File: config.mk
export PLATFORM = sky130hd
export DESIGN_NAME = fp_mult_requester_flat
export DESIGN_NICKNAME = d
export VERILOG_FILES = /design/src/rtl/fp_mult_requester_if.sv /design/src/rtl/fp_mult_requester.sv /design/src/flat_wrapper.sv
export SDC_FILE = /design/constraint.sdc
export NUM_CORES = 1
export LEC_CHECK = 0
export ABC_AREA = 1
export BUFFER_PORTS_ARGS = -buffer_cell sky130_fd_sc_hd__buf_2
export CAP_MARGIN = 20
export CORE_MARGIN = 1
export CORE_UTILIZATION = 47
export DETAILED_ROUTE_END_ITERATION = 7
export GPL_ROUTABILITY_DRIVEN = 0
export PLACE_DENSITY = 0.86
export SYNTH_ARGS = -nofsm -noshare
export SYNTH_HDL_FRONTEND = slang
export SYNTH_SLANG_ARGS = --single-unit
File: constraint.sdc
create_clock -name clk -period 3.75 [get_ports clk]
set_clock_uncertainty 0.15 [all_clocks]
set_input_delay 0.375 -clock clk [delete_from_list [all_inputs] [get_ports clk]]
set_output_delay 0.375 -clock clk [all_outputs]
set_load 0.01 [all_outputs]
File: src/rtl/fp_mult_requester_if.sv
// rtl/fp_mult_requester_if.sv - operand stream, multiplier handshake and result stream bundle
interface fp_mult_requester_if #(
    parameter int W = 32
);
    logic         in_valid;
    logic         in_ready;
    logic [W-1:0] in_op_a;
    logic [W-1:0] in_op_b;
    logic [W-1:0] op_a;
    logic [W-1:0] op_b;
    logic         beg_FSM;
    logic         rst_FSM;
    logic         mult_abort;
    logic         mult_ready;
    logic [W-1:0] mult_result;
    logic         mult_ov;
    logic         mult_un;
    logic         out_valid;
    logic         out_ready;
    logic [W-1:0] out_result;
    logic         out_ov;
    logic         out_un;
    logic         out_timeout;
    logic         busy;

    modport master (
        input  in_valid, in_op_a, in_op_b,
        input  mult_ready, mult_result, mult_ov, mult_un,
        input  out_ready,
        output in_ready, op_a, op_b, beg_FSM, rst_FSM, mult_abort,
        output out_valid, out_result, out_ov, out_un, out_timeout, busy
    );

    modport slave (
        output in_valid, in_op_a, in_op_b,
        output mult_ready, mult_result, mult_ov, mult_un,
        output out_ready,
        input  in_ready, op_a, op_b, beg_FSM, rst_FSM, mult_abort,
        input  out_valid, out_result, out_ov, out_un, out_timeout, busy
    );
endinterface

File: src/rtl/fp_mult_requester.sv
// rtl/fp_mult_requester.sv - initiator for the multiplier begin/ready/acknowledge handshake
module fp_mult_requester #(
    parameter int W       = 32,
    parameter int TIMEOUT = 63,
    parameter int ACK_MAX = 3
) (
    input  logic                 clk,
    input  logic                 rst,
    fp_mult_requester_if.master  bus
);
    typedef enum logic [2:0] {
        IDLE  = 3'd0,
        ISSUE = 3'd1,
        WAIT  = 3'd2,
        ACK   = 3'd3,
        HOLD  = 3'd4,
        ABORT = 3'd5
    } state_t;

    localparam logic [7:0] TIMEOUT_L = 8'(TIMEOUT);
    localparam logic [7:0] ACK_L     = 8'(ACK_MAX);
    localparam logic [7:0] TIMER_MAX = 8'hFF;

    state_t       state;
    state_t       state_nxt;
    logic [7:0]   timer;
    logic [7:0]   timer_nxt;
    logic         load_ops;
    logic         capture;
    logic         do_abort;

    logic [W-1:0] op_a_q;
    logic [W-1:0] op_b_q;
    logic [W-1:0] result_q;
    logic         ov_q;
    logic         un_q;
    logic         timeout_q;

    always_ff @(posedge clk or posedge rst) begin
        if (rst) begin
            state <= IDLE;
            timer <= 8'd0;
        end else begin
            state <= state_nxt;
            timer <= timer_nxt;
        end
    end

    always_comb begin
        state_nxt = state;
        timer_nxt = timer;
        load_ops  = 1'b0;
        capture   = 1'b0;
        do_abort  = 1'b0;
        case (state)
            IDLE: begin
                if (bus.in_valid) begin
                    load_ops  = 1'b1;
                    state_nxt = ISSUE;
                end
            end
            ISSUE: begin
                timer_nxt = 8'd0;
                state_nxt = WAIT;
            end
            WAIT: begin
                if (bus.mult_ready) begin
                    capture   = 1'b1;
                    timer_nxt = 8'd0;
                    state_nxt = ACK;
                end else if (timer == TIMEOUT_L) begin
                    state_nxt = ABORT;
                end else if (timer != TIMER_MAX) begin
                    timer_nxt = timer + 8'd1;
                end
            end
            ACK: begin
                // Ready must fall in answer to rst_FSM; a multiplier that keeps it up is aborted.
                if (!bus.mult_ready) begin
                    state_nxt = HOLD;
                end else if (timer == ACK_L) begin
                    state_nxt = ABORT;
                end else if (timer != TIMER_MAX) begin
                    timer_nxt = timer + 8'd1;
                end
            end
            ABORT: begin
                do_abort  = 1'b1;
                state_nxt = HOLD;
            end
            HOLD: begin
                if (bus.out_ready) begin
                    state_nxt = IDLE;
                end
            end
            default: begin
                state_nxt = IDLE;
            end
        endcase
    end

    always_ff @(posedge clk or posedge rst) begin
        if (rst) begin
            op_a_q    <= '0;
            op_b_q    <= '0;
            result_q  <= '0;
            ov_q      <= 1'b0;
            un_q      <= 1'b0;
            timeout_q <= 1'b0;
        end else begin
            if (load_ops) begin
                op_a_q    <= bus.in_op_a;
                op_b_q    <= bus.in_op_b;
                ov_q      <= 1'b0;
                un_q      <= 1'b0;
                timeout_q <= 1'b0;
            end
            if (capture) begin
                result_q <= bus.mult_result;
                ov_q     <= bus.mult_ov;
                un_q     <= bus.mult_un;
            end
            // Flags captured before an ACK-side abort are deliberately left intact.
            if (do_abort) begin
                result_q  <= '0;
                timeout_q <= 1'b1;
            end
        end
    end

    assign bus.in_ready    = (state == IDLE);
    assign bus.beg_FSM     = (state == ISSUE);
    assign bus.rst_FSM     = (state == ACK);
    assign bus.mult_abort  = (state == ABORT);
    assign bus.out_valid   = (state == HOLD);
    assign bus.busy        = (state != IDLE);
    assign bus.op_a        = op_a_q;
    assign bus.op_b        = op_b_q;
    assign bus.out_result  = result_q;
    assign bus.out_ov      = ov_q;
    assign bus.out_un      = un_q;
    assign bus.out_timeout = timeout_q;
endmodule

File: src/flat_wrapper.sv
// flat-port wrapper written by rule: the top's interface ports become plain ports
module fp_mult_requester_flat 
#(
    parameter int W       = 32,
    parameter int TIMEOUT = 63,
    parameter int ACK_MAX = 3
)
  (clk, rst, bus_in_valid, bus_in_op_a, bus_in_op_b, bus_mult_ready, bus_mult_result, bus_mult_ov, bus_mult_un, bus_out_ready, bus_in_ready, bus_op_a, bus_op_b, bus_beg_FSM, bus_rst_FSM, bus_mult_abort, bus_out_valid, bus_out_result, bus_out_ov, bus_out_un, bus_out_timeout, bus_busy);
  fp_mult_requester_if #(.W(W)) bus_i ();
  input  logic clk;
  input  logic rst;
  input wire logic [$bits(bus_i.in_valid)-1:0] bus_in_valid;
  input wire logic [$bits(bus_i.in_op_a)-1:0] bus_in_op_a;
  input wire logic [$bits(bus_i.in_op_b)-1:0] bus_in_op_b;
  input wire logic [$bits(bus_i.mult_ready)-1:0] bus_mult_ready;
  input wire logic [$bits(bus_i.mult_result)-1:0] bus_mult_result;
  input wire logic [$bits(bus_i.mult_ov)-1:0] bus_mult_ov;
  input wire logic [$bits(bus_i.mult_un)-1:0] bus_mult_un;
  input wire logic [$bits(bus_i.out_ready)-1:0] bus_out_ready;
  output wire logic [$bits(bus_i.in_ready)-1:0] bus_in_ready;
  output wire logic [$bits(bus_i.op_a)-1:0] bus_op_a;
  output wire logic [$bits(bus_i.op_b)-1:0] bus_op_b;
  output wire logic [$bits(bus_i.beg_FSM)-1:0] bus_beg_FSM;
  output wire logic [$bits(bus_i.rst_FSM)-1:0] bus_rst_FSM;
  output wire logic [$bits(bus_i.mult_abort)-1:0] bus_mult_abort;
  output wire logic [$bits(bus_i.out_valid)-1:0] bus_out_valid;
  output wire logic [$bits(bus_i.out_result)-1:0] bus_out_result;
  output wire logic [$bits(bus_i.out_ov)-1:0] bus_out_ov;
  output wire logic [$bits(bus_i.out_un)-1:0] bus_out_un;
  output wire logic [$bits(bus_i.out_timeout)-1:0] bus_out_timeout;
  output wire logic [$bits(bus_i.busy)-1:0] bus_busy;
  assign bus_i.in_valid = bus_in_valid;
  assign bus_i.in_op_a = bus_in_op_a;
  assign bus_i.in_op_b = bus_in_op_b;
  assign bus_i.mult_ready = bus_mult_ready;
  assign bus_i.mult_result = bus_mult_result;
  assign bus_i.mult_ov = bus_mult_ov;
  assign bus_i.mult_un = bus_mult_un;
  assign bus_i.out_ready = bus_out_ready;
  assign bus_in_ready = bus_i.in_ready;
  assign bus_op_a = bus_i.op_a;
  assign bus_op_b = bus_i.op_b;
  assign bus_beg_FSM = bus_i.beg_FSM;
  assign bus_rst_FSM = bus_i.rst_FSM;
  assign bus_mult_abort = bus_i.mult_abort;
  assign bus_out_valid = bus_i.out_valid;
  assign bus_out_result = bus_i.out_result;
  assign bus_out_ov = bus_i.out_ov;
  assign bus_out_un = bus_i.out_un;
  assign bus_out_timeout = bus_i.out_timeout;
  assign bus_busy = bus_i.busy;
  fp_mult_requester #(.W(W), .TIMEOUT(TIMEOUT), .ACK_MAX(ACK_MAX)) u_core (.clk(clk), .rst(rst), .bus(bus_i));
endmodule
## After elaboration in Yosys (flattened, before gate mapping)

Cells that the tools add are included.

- Reduce and logical (&&, ||, !) cells: 8
- Muxes and demuxes: 24
- Add/sub/neg operators: 1
- Equal/unequal tests: 15

Operators with widths:

| cell | number |
|---|---|
| 32-bit 2-to-1 mux | 2 |
| 8-bit 2-to-1 mux | 5 |
| 8-bit case mux with 3 select lines | 1 |
| 3-bit 2-to-1 mux | 6 |
| 3-bit case mux with 6 select lines | 1 |
| 1-bit 2-to-1 mux | 9 |
| 8-bit by 1-bit adder with 8-bit output, second input constant | 1 |
| 8-bit by 2-bit == test with 1-bit output, second input constant | 1 |
| 8-bit by 6-bit == test with 1-bit output, second input constant | 1 |
| 2-bit != test, second input constant | 4 |
| 8-bit != test, second input constant | 1 |
| 4-bit AND reduction | 2 |
| 3-bit by 2-bit == test with 1-bit output, second input constant | 2 |
| 3-bit == test, second input constant | 2 |
| 3-bit by 2-bit != test with 1-bit output, second input constant | 2 |
| 2-bit nonzero test | 3 |
| 3-bit nonzero test | 2 |
| 3-bit by 1-bit == test with 1-bit output, second input constant | 1 |
| 3-bit logical NOT | 1 |
| 3-bit != test, second input constant | 1 |

- Input bits: 103
- Output and inout port bits: 105
- Word-level logic and storage cells: 56
- Bits in registers: 110

## Longest topological paths before layout

Gate-level depths: netlist of run 1.

- Word-level depth: 5
- Gate-level depth with buffers: 10
- Depth with buffers taken out: 9

## Worst setup path after synthesis of run 1

No wires, ideal clock.

- Path type: register to register
- From: register u_core.timer[0]
- To: register u_core.timer[6]
- Clock period less this slack: 1523 ps
- Slack: 2227 ps
- Arrival: 1256 ps
- Data required time: 3482 ps
- Stages on the path, launching flop included: 10
- Library setup time: 118 ps
- Buffers on the path: 0
- Cell sequence: dfrtp_1 -> ha_1 -> inv_1 -> nor2_4 -> nand3_1 -> nor2_1 -> nor2_1 -> nand2_4 -> nand2_1 -> nand2_1

- Cells in the longest elaborated chain, start to end: 5
- Elaborated cells between the ends (all ways): 13
- Classes of those cells: add/sub: 1; eq/ne: 5; mux: 6; reduce/logical: 1

Ends and longest elaborated chain:

| element | line | RTL |
|---|---|---|
| start, declared | fp_mult_requester.sv:26 | `logic [7:0] timer;` |
| start signal, assigned | fp_mult_requester.sv:45 | `timer <= timer_nxt;` |
| 8-bit by 1-bit adder with 8-bit output / 8-bit != test (equally long branches) | - |  |
| 8-bit 2-to-1 mux | fp_mult_requester.sv:73, fp_mult_requester.sv:83 |  |
| 8-bit 2-to-1 mux (on tied branches) | fp_mult_requester.sv:81, fp_mult_requester.sv:71 |  |
| 8-bit 2-to-1 mux (on tied branches) | fp_mult_requester.sv:79, fp_mult_requester.sv:67 |  |
| 8-bit case mux with 3 select lines | fp_mult_requester.sv:55 | `case (state)` |

Several ways; a longest one is shown, not always the timed one. The select of a mux whose other input is x is not followed.
A chain may end at the register's enable or synchronous reset.

## Worst setup path after layout of run 1

- From: register u_core.state[1]
- To: register u_core.op_a_q[31], in the netlist u_core.bus.op_a[31]

- Cells in the longest elaborated chain, start to end: 2

Ends and longest elaborated chain:

| element | line | RTL |
|---|---|---|
| start, declared | fp_mult_requester.sv:24 | `state_t state;` |
| start signal, assigned | fp_mult_requester.sv:44 | `state <= state_nxt;` |
| 3-bit logical NOT | fp_mult_requester.sv:55 |  |
| 1-bit 2-to-1 mux | fp_mult_requester.sv:55 |  |
| end signal, assigned | fp_mult_requester.sv:112 | `op_a_q <= bus.in_op_a;` |
| end, declared | fp_mult_requester.sv:32 | `logic [W-1:0] op_a_q;` |

Every way passes these cells.

==> results.json, run 1 <==
{
  "yosys_most_used_dff": "dfrtp_1",
  "netlist_instances": 561,
  "p_sw_mw": 1.90,
  "die_w_um": 102,
  "hold_violations": 0,
  "regArea_um2": 2750,
  "crit_fanout": 64,
  "total_leakage_power_nw": 3.56,
  "port_buffers": 207,
  "syn_area_um2": 4730,
  "cts_buffers": 9,
  "overflow": 0,
  "hpwl_um": 8370,
  "combinationalPowerShare_pct": 42.1,
  "dieHeight_um": 102,
  "period_share_pct": 58.4,
  "fillCellCount": 884,
  "slowest_stage": "inv_4",
  "core_area_um2": 9770,
  "critPathRequiredTime_ps": 3900,
  "grtUsageTotal_pct": 22.2,
  "grt_start_max_net_pins": 65,
  "cts_tree": "yes",
  "num_vias": 4385,
  "powerDensity_nw_per_um2": 766,
  "yosysWarningCount": 0,
  "cap_violations": 0,
  "yosysSeqAreaShare_pct": 58.1,
  "slew_headroom_pct": 25.7,
  "drt_wl_total_um": 11700,
  "grt_pass1_wl_um": 18200,
  "fin_crit_ps": 2190,
  "placed_cell_area_um2": 5790,
  "fp.dieArea_um2": 10500,
  "cp.arrival_ps": 2340,
  "rows": 36,
  "start_util_pct": 48.4,
  "routedWlPerCell_um": 13.0,
  "setup_viol_count_final": 0,
  "syn_to_final_growth_pct": 26.5,
  "status": "finished clean",
  "num_antenna_cells": 0,
  "p_int_mw": 2.69,
  "startpoint_type": "flip-flop",
  "drc": 0,
  "ir_drop_mv": 0.550,
  "post_cts.repair.setup_buffers": 0,
  "insertion_delay_ps": 360,
  "numClockSinks": 110,
  "timing.fmax_mhz": 457,
  "grt_pass1_vias": 4100,
  "cts_buffer_depth": 2,
  "crit_chain": "nor2_4 > nand2_2 > inv_2 > nand2_2 > inv_4 > nand2_1 > nand2_1",
  "multi_input_area_um2": 1710,
  "antenna_found_initial": 0,
  "slowest_delay_ps": 570,
  "post_cts_resized": 0,
  "fin_setup_tns_ps": 0,
  "synth_cell_types": 25,
  "clock-root-buffer": "clkbuf_8",
  "layout-drive-gt1-share_pct": 32.2,
  "post_drt_via_cell_ratio": 4.90,
  "num_io_pins": 208,
  "pwr-share-clk_pct": 14.8,
  "fin_util_pct": 61.3,
  "htree_levels": 3,
  "antenna_left": 0,
  "async_flop_share_pct": 100,
  "rsz0062_at_grt": "false",
  "swShare_pct": 41.3,
  "syn_nets": 665,
  "tightestPinTransition_ps": 1110,
  "clk_pin_slew_ps": 110,
  "pwr-share-seq_pct": 43.1,
  "firstDrtPassIters": 4,
  "synth-edff-count": 0,
  "end_kind": "flip-flop",
  "final_area_um2": 5990,
  "hold_class": "in2reg",
  "syn_area_per_cell_um2": 8.44,
  "ys_ff_latch": 110,
  "drt_iter0_markers": 173,
  "path_class": "reg2reg",
  "slew_violations": 0,
  "nets": 861
}
metrics by stage:
stage | setup slack [ps] | power (mW) | hold slack [ps] | std cells
final | 1560 | 4.59 | 51.5 | 895
after global routing | 1390 | 4.98 | 41.8 | 895
after CTS | 1540 | 4.63 | 34.6 | 895
after detailed placement | 1520 | 3.95 | 308 | 878
after global placement | 1550 | 3.87 | 301 | 878
after floorplan | 323 | 3.20 | 335 | 561
power groups by stage:
stage | sequential (mW) | clock [mW] | combinational [mW]
after CTS | 1.97 | 0.697 | 1.96
final | 1.97 | 0.679 | 1.93
after floorplan | 2.19 | 0 | 1.00
after detailed placement | 1.99 | 0 | 1.96
after global placement | 1.98 | 0 | 1.90
after global routing | 2.03 | 0.740 | 2.20
metal layers:
metal | wire, µm | vias up | track usage, %
met4 | 182 | 0 | 6.59
li1 | - | 2152 | -
met1 | 4880 | 2047 | 27.4
met2 | 5650 | 168 | 38.5
met3 | 932 | 18 | 5.54
met5 | 0 | - | 0
cell usage after synthesis (2+ instances only):
cell / count / area share [%]
nand2_1: 274 / 22
dfrtp_1: 110 / 58
nand3_1: 83 / 8.8
inv_1: 16 / 1.3
nor2_1: 16 / 1.3
buf_2: 10 / 1.1
buf_4: 10 / 1.6
inv_2: 5 / 0.40
nor3_1: 5 / 0.53
o21ai_0: 5 / 0.53
buf_6: 4 / 0.95
clkbuf_1: 4 / 0.32
nand4_1: 3 / 0.40
nand2_2: 2 / 0.26
nor2_2: 2 / 0.26
nor2_4: 2 / 0.48
o21ai_2: 2 / 0.37
layout by cell type (no fill, tap or decap), drive strengths merged:
cell,Yosys,layout
nand2,277,277
buf,24,212
dfrtp,110,110
nand3,84,84
inv,22,26
nor2,20,20
clkbuf,4,10
o21ai,7,7
nor3,5,5
nand4,3,3
clkinv,0,2
xor2,1,1
xnor2,1,1
nand3b,1,1
o21bai,1,1
ha,1,1
dlygate4sd3,0,1
what timing repair did:
item                                    CTS  global route
endpoints found under the setup margin    0             0
hold buffers                              1             0
hold endpoints to repair                  7             0
layout make-up:
cell class | count | share of cell area, %
Clock buffer | 10 | 2.30
Clock inverter | 6 | 0.856
Inverter | 22 | 1.46
Multi-Input combinational cell | 401 | 28.6
Sequential cell | 110 | 45.9
Tap cell | 133 | 2.78
Timing Repair Buffer | 213 | 18.1
worst max-delay path: cells and delay by family (launching register included):
| kind | cells | cell delay (ps) |
|---|---|---|
| and+or+nand+nor | 5 | 770 |
| buffers and inverters | 2 | 650 |
| DFF | 1 | 510 |
path summary, 6_finish.rpt:
path	startpoint	endpoint	slack, ps	cells after the start
setup reg to reg	u_core.state[1]	u_core.bus.op_a[31]	1560	7
hold / removal	bus_in_op_b[5]	u_core.bus.op_b[5]	50	3
max in group asynchronous	rst	u_core.bus.op_a[25]	2030	4
hold reg to reg	u_core.bus.out_timeout	u_core.bus.out_timeout	320	2
setup / recovery	u_core.state[1]	u_core.bus.op_a[31]	1560	7
min in group asynchronous	rst	u_core.bus.out_result[0]	550	3
registers in the layout (all words and copies together), names as in the netlist:
name / flops
u_core.timer: 8
u_core.bus.out_timeout: 1
u_core.bus.op_b: 32
u_core.state: 3
u_core.bus.op_a: 32
u_core.bus.out_ov: 1
u_core.bus.out_un: 1
u_core.bus.out_result: 32
cell families after synthesis:
kind of cell / count (synthesis) / synth area share, %
compound gates: 8 / 1.06
xor+xnor: 2 / 0.370
fa+ha+maj: 1 / 0.264
buf+inv: 50 / 5.71
flops: 110 / 58.1
simple gates: 390 / 34.5
Note: power is estimated with default switching activity, not from simulation.
==> inputs of run 2 (changes only) <==
--- a/config.mk
+++ b/config.mk
@@ -9,10 +9,10 @@
 export BUFFER_PORTS_ARGS = -buffer_cell sky130_fd_sc_hd__buf_2
 export CAP_MARGIN = 20
 export CORE_MARGIN = 1
-export CORE_UTILIZATION = 47
+export CORE_UTILIZATION = 43
 export DETAILED_ROUTE_END_ITERATION = 7
 export GPL_ROUTABILITY_DRIVEN = 0
-export PLACE_DENSITY = 0.86
+export PLACE_DENSITY = 0.84
 export SYNTH_ARGS = -nofsm -noshare
 export SYNTH_HDL_FRONTEND = slang
 export SYNTH_SLANG_ARGS = --single-unit
==> constraint.sdc (replaced) <==
create_clock -name clk -period 1.9 [get_ports clk]
set_clock_uncertainty 0.15 [all_clocks]
set_input_delay 0.19 -clock clk [delete_from_list [all_inputs] [get_ports clk]]
set_output_delay 0.19 -clock clk [all_outputs]
set_load 0.01 [all_outputs]
==> run 2 against run 1 <==
  * Final area up 18%
  * Non-clock buffer count up 104
  * Sequential power up 98%
  * Wire length up 28%
  * Hold slack worse by 16 ps
  * Via count up 14%
  * Critical path depth down 2
  * Final cell count up 12%
  * Flip-flop and latch count unchanged
==> results.json, run 2 (synthesis results as in run 1) <==
{
  "clock-root-buffer": "clkbuf_8",
  "cts_buffer_depth": 2,
  "place_inst": 886,
  "drc": 0,
  "dieHeight_um": 107,
  "slew_violations": 0,
  "antenna_found_initial": 0,
  "core_area_um2": 10500,
  "routedWlPerCell_um": 14.8,
  "fp.dieArea_um2": 11400,
  "slew_headroom_pct": 59.5,
  "cts_buffers": 9,
  "cp.arrival_ps": 1440,
  "drt_iter0_markers": 406,
  "numClockSinks": 110,
  "post_drt_via_cell_ratio": 4.99,
  "cap_violations": 0,
  "hold_violations": 0,
  "insertion_delay_ps": 360,
  "hold_class": "in2reg",
  "fin_setup_tns_ps": 0,
  "overflow": 0,
  "layout_commonest_cell": "nand2_1",
  "critPathRequiredTime_ps": 1560,
  "syn_to_final_growth_pct": 49.8,
  "finalNonFillerCells": 1002,
  "rsz0062_at_grt": "false",
  "start_util_pct": 45.1,
  "hpwl_um": 8360,
  "clk_pin_slew_ps": 100,
  "grt_pass1_vias": 4815,
  "final_cell_mix": "274 x nand2_1, 207 x buf_2, 110 x dfrtp_1, 100 x dlygate4sd3_1, 83 x nand3_1",
  "tightestPinTransition_ps": 607,
  "period_share_pct": 93.5,
  "htree_levels": 3,
  "grt_start_max_net_pins": 111,
  "cts_tree": "yes",
  "status": "finished clean",
  "powerDensity_nw_per_um2": 1360,
  "regArea_um2": 2750,
  "rows": 37,
  "antenna_left": 0,
  "layout-drive-gt1-share_pct": 28.9,
  "setup_viol_count_final": 0,
  "num_vias": 5002,
  "startpoint_type": "flip-flop",
  "fin_crit_ps": 1780,
  "num_antenna_cells": 0,
  "ir_drop_mv": 0.826,
  "drt_wl_total_um": 14900,
  "timing.fmax_mhz": 563,
  "num_io_pins": 208,
  "post_cts_resized": 0,
  "firstDrtPassIters": 5,
  "crit_fanout": 7,
  "path_class": "reg2out",
  "multi_input_area_um2": 1710,
  "grt_pass1_wl_um": 23400,
  "nets": 965,
  "die_w_um": 107,
  "end_kind": "primary output",
  "grtUsageTotal_pct": 26.2,
  "port_buffers": 207,
  "fillCellCount": 777,
  "total_leakage_power_nw": 4.02
}
==> run 2: layout make-up <==
class	count	area share (%)
clock buffers	9	1.75
inverters	22	1.25
well taps	136	2.40
flip-flops and latches	110	38.8
clock inverters	7	1.02
repair buffers	317	30.7
multi-input cells	401	24.1
==> run 2: critical path, stage by stage (launching register included) <==
cell and delay, ps:
dfrtp_1 430, buf_4 180, inv_1 50, nand2_1 70, nor2_2 180, buf_2 170
==> run 2: report_power, final <==
part / switching, mW / total, mW / internal [mW] / leakage (nW)
logic: 2.61 / 4.31 / 1.70 / 2.52
clock network: 0.792 / 1.41 / 0.615 / 0.101
registers: 0.571 / 3.90 / 3.33 / 1.40
total: 3.98 / 9.62 / 5.64 / 4.02
==> run 2: worst paths after layout <==
path,start,to,slack [ps],cells after the start
worst max-delay path,u_core.state[1],bus_mult_abort,120,5
worst min-delay path,bus_mult_ready,u_core.bus.out_result[31],40,3
worst max register to register,u_core.state[1],u_core.bus.out_result[18],160,7
worst min register to register,u_core.bus.out_timeout,u_core.bus.out_timeout,330,2
max in group asynchronous,rst,u_core.bus.out_result[30],780,4
min in group asynchronous,rst,u_core.bus.op_a[9],410,4
==> run 2: through the flow <==
step	total power [mW]	worst slack [ps]	cell area, µm²	util [%]	hold slack (ps)
global placement	7.80	228	5900	56.1	234
floorplan	6.31	231	4740	-	150
detailed placement	7.94	205	5900	56.1	239
CTS	9.50	132	7090	67.5	6.28
finish	9.62	123	7090	67.5	35.0
global route	10.3	2.21	7090	67.5	26.2
==> run 2: routing by layer <==
layer,track usage (%),vias to the layer above,wire length [µm]
met4,11.9,0,497
met1,31.7,2347,5930
met3,5.41,47,1090
met5,0,-,0
li1,-,2356,-
met2,44.8,252,7360
==> run 2: repair_timing <==
item                                   4_1_cts  5_1_grt
endpoints found under the hold margin      209        0
buffers inserted                             0        0
hold buffers                               100        0
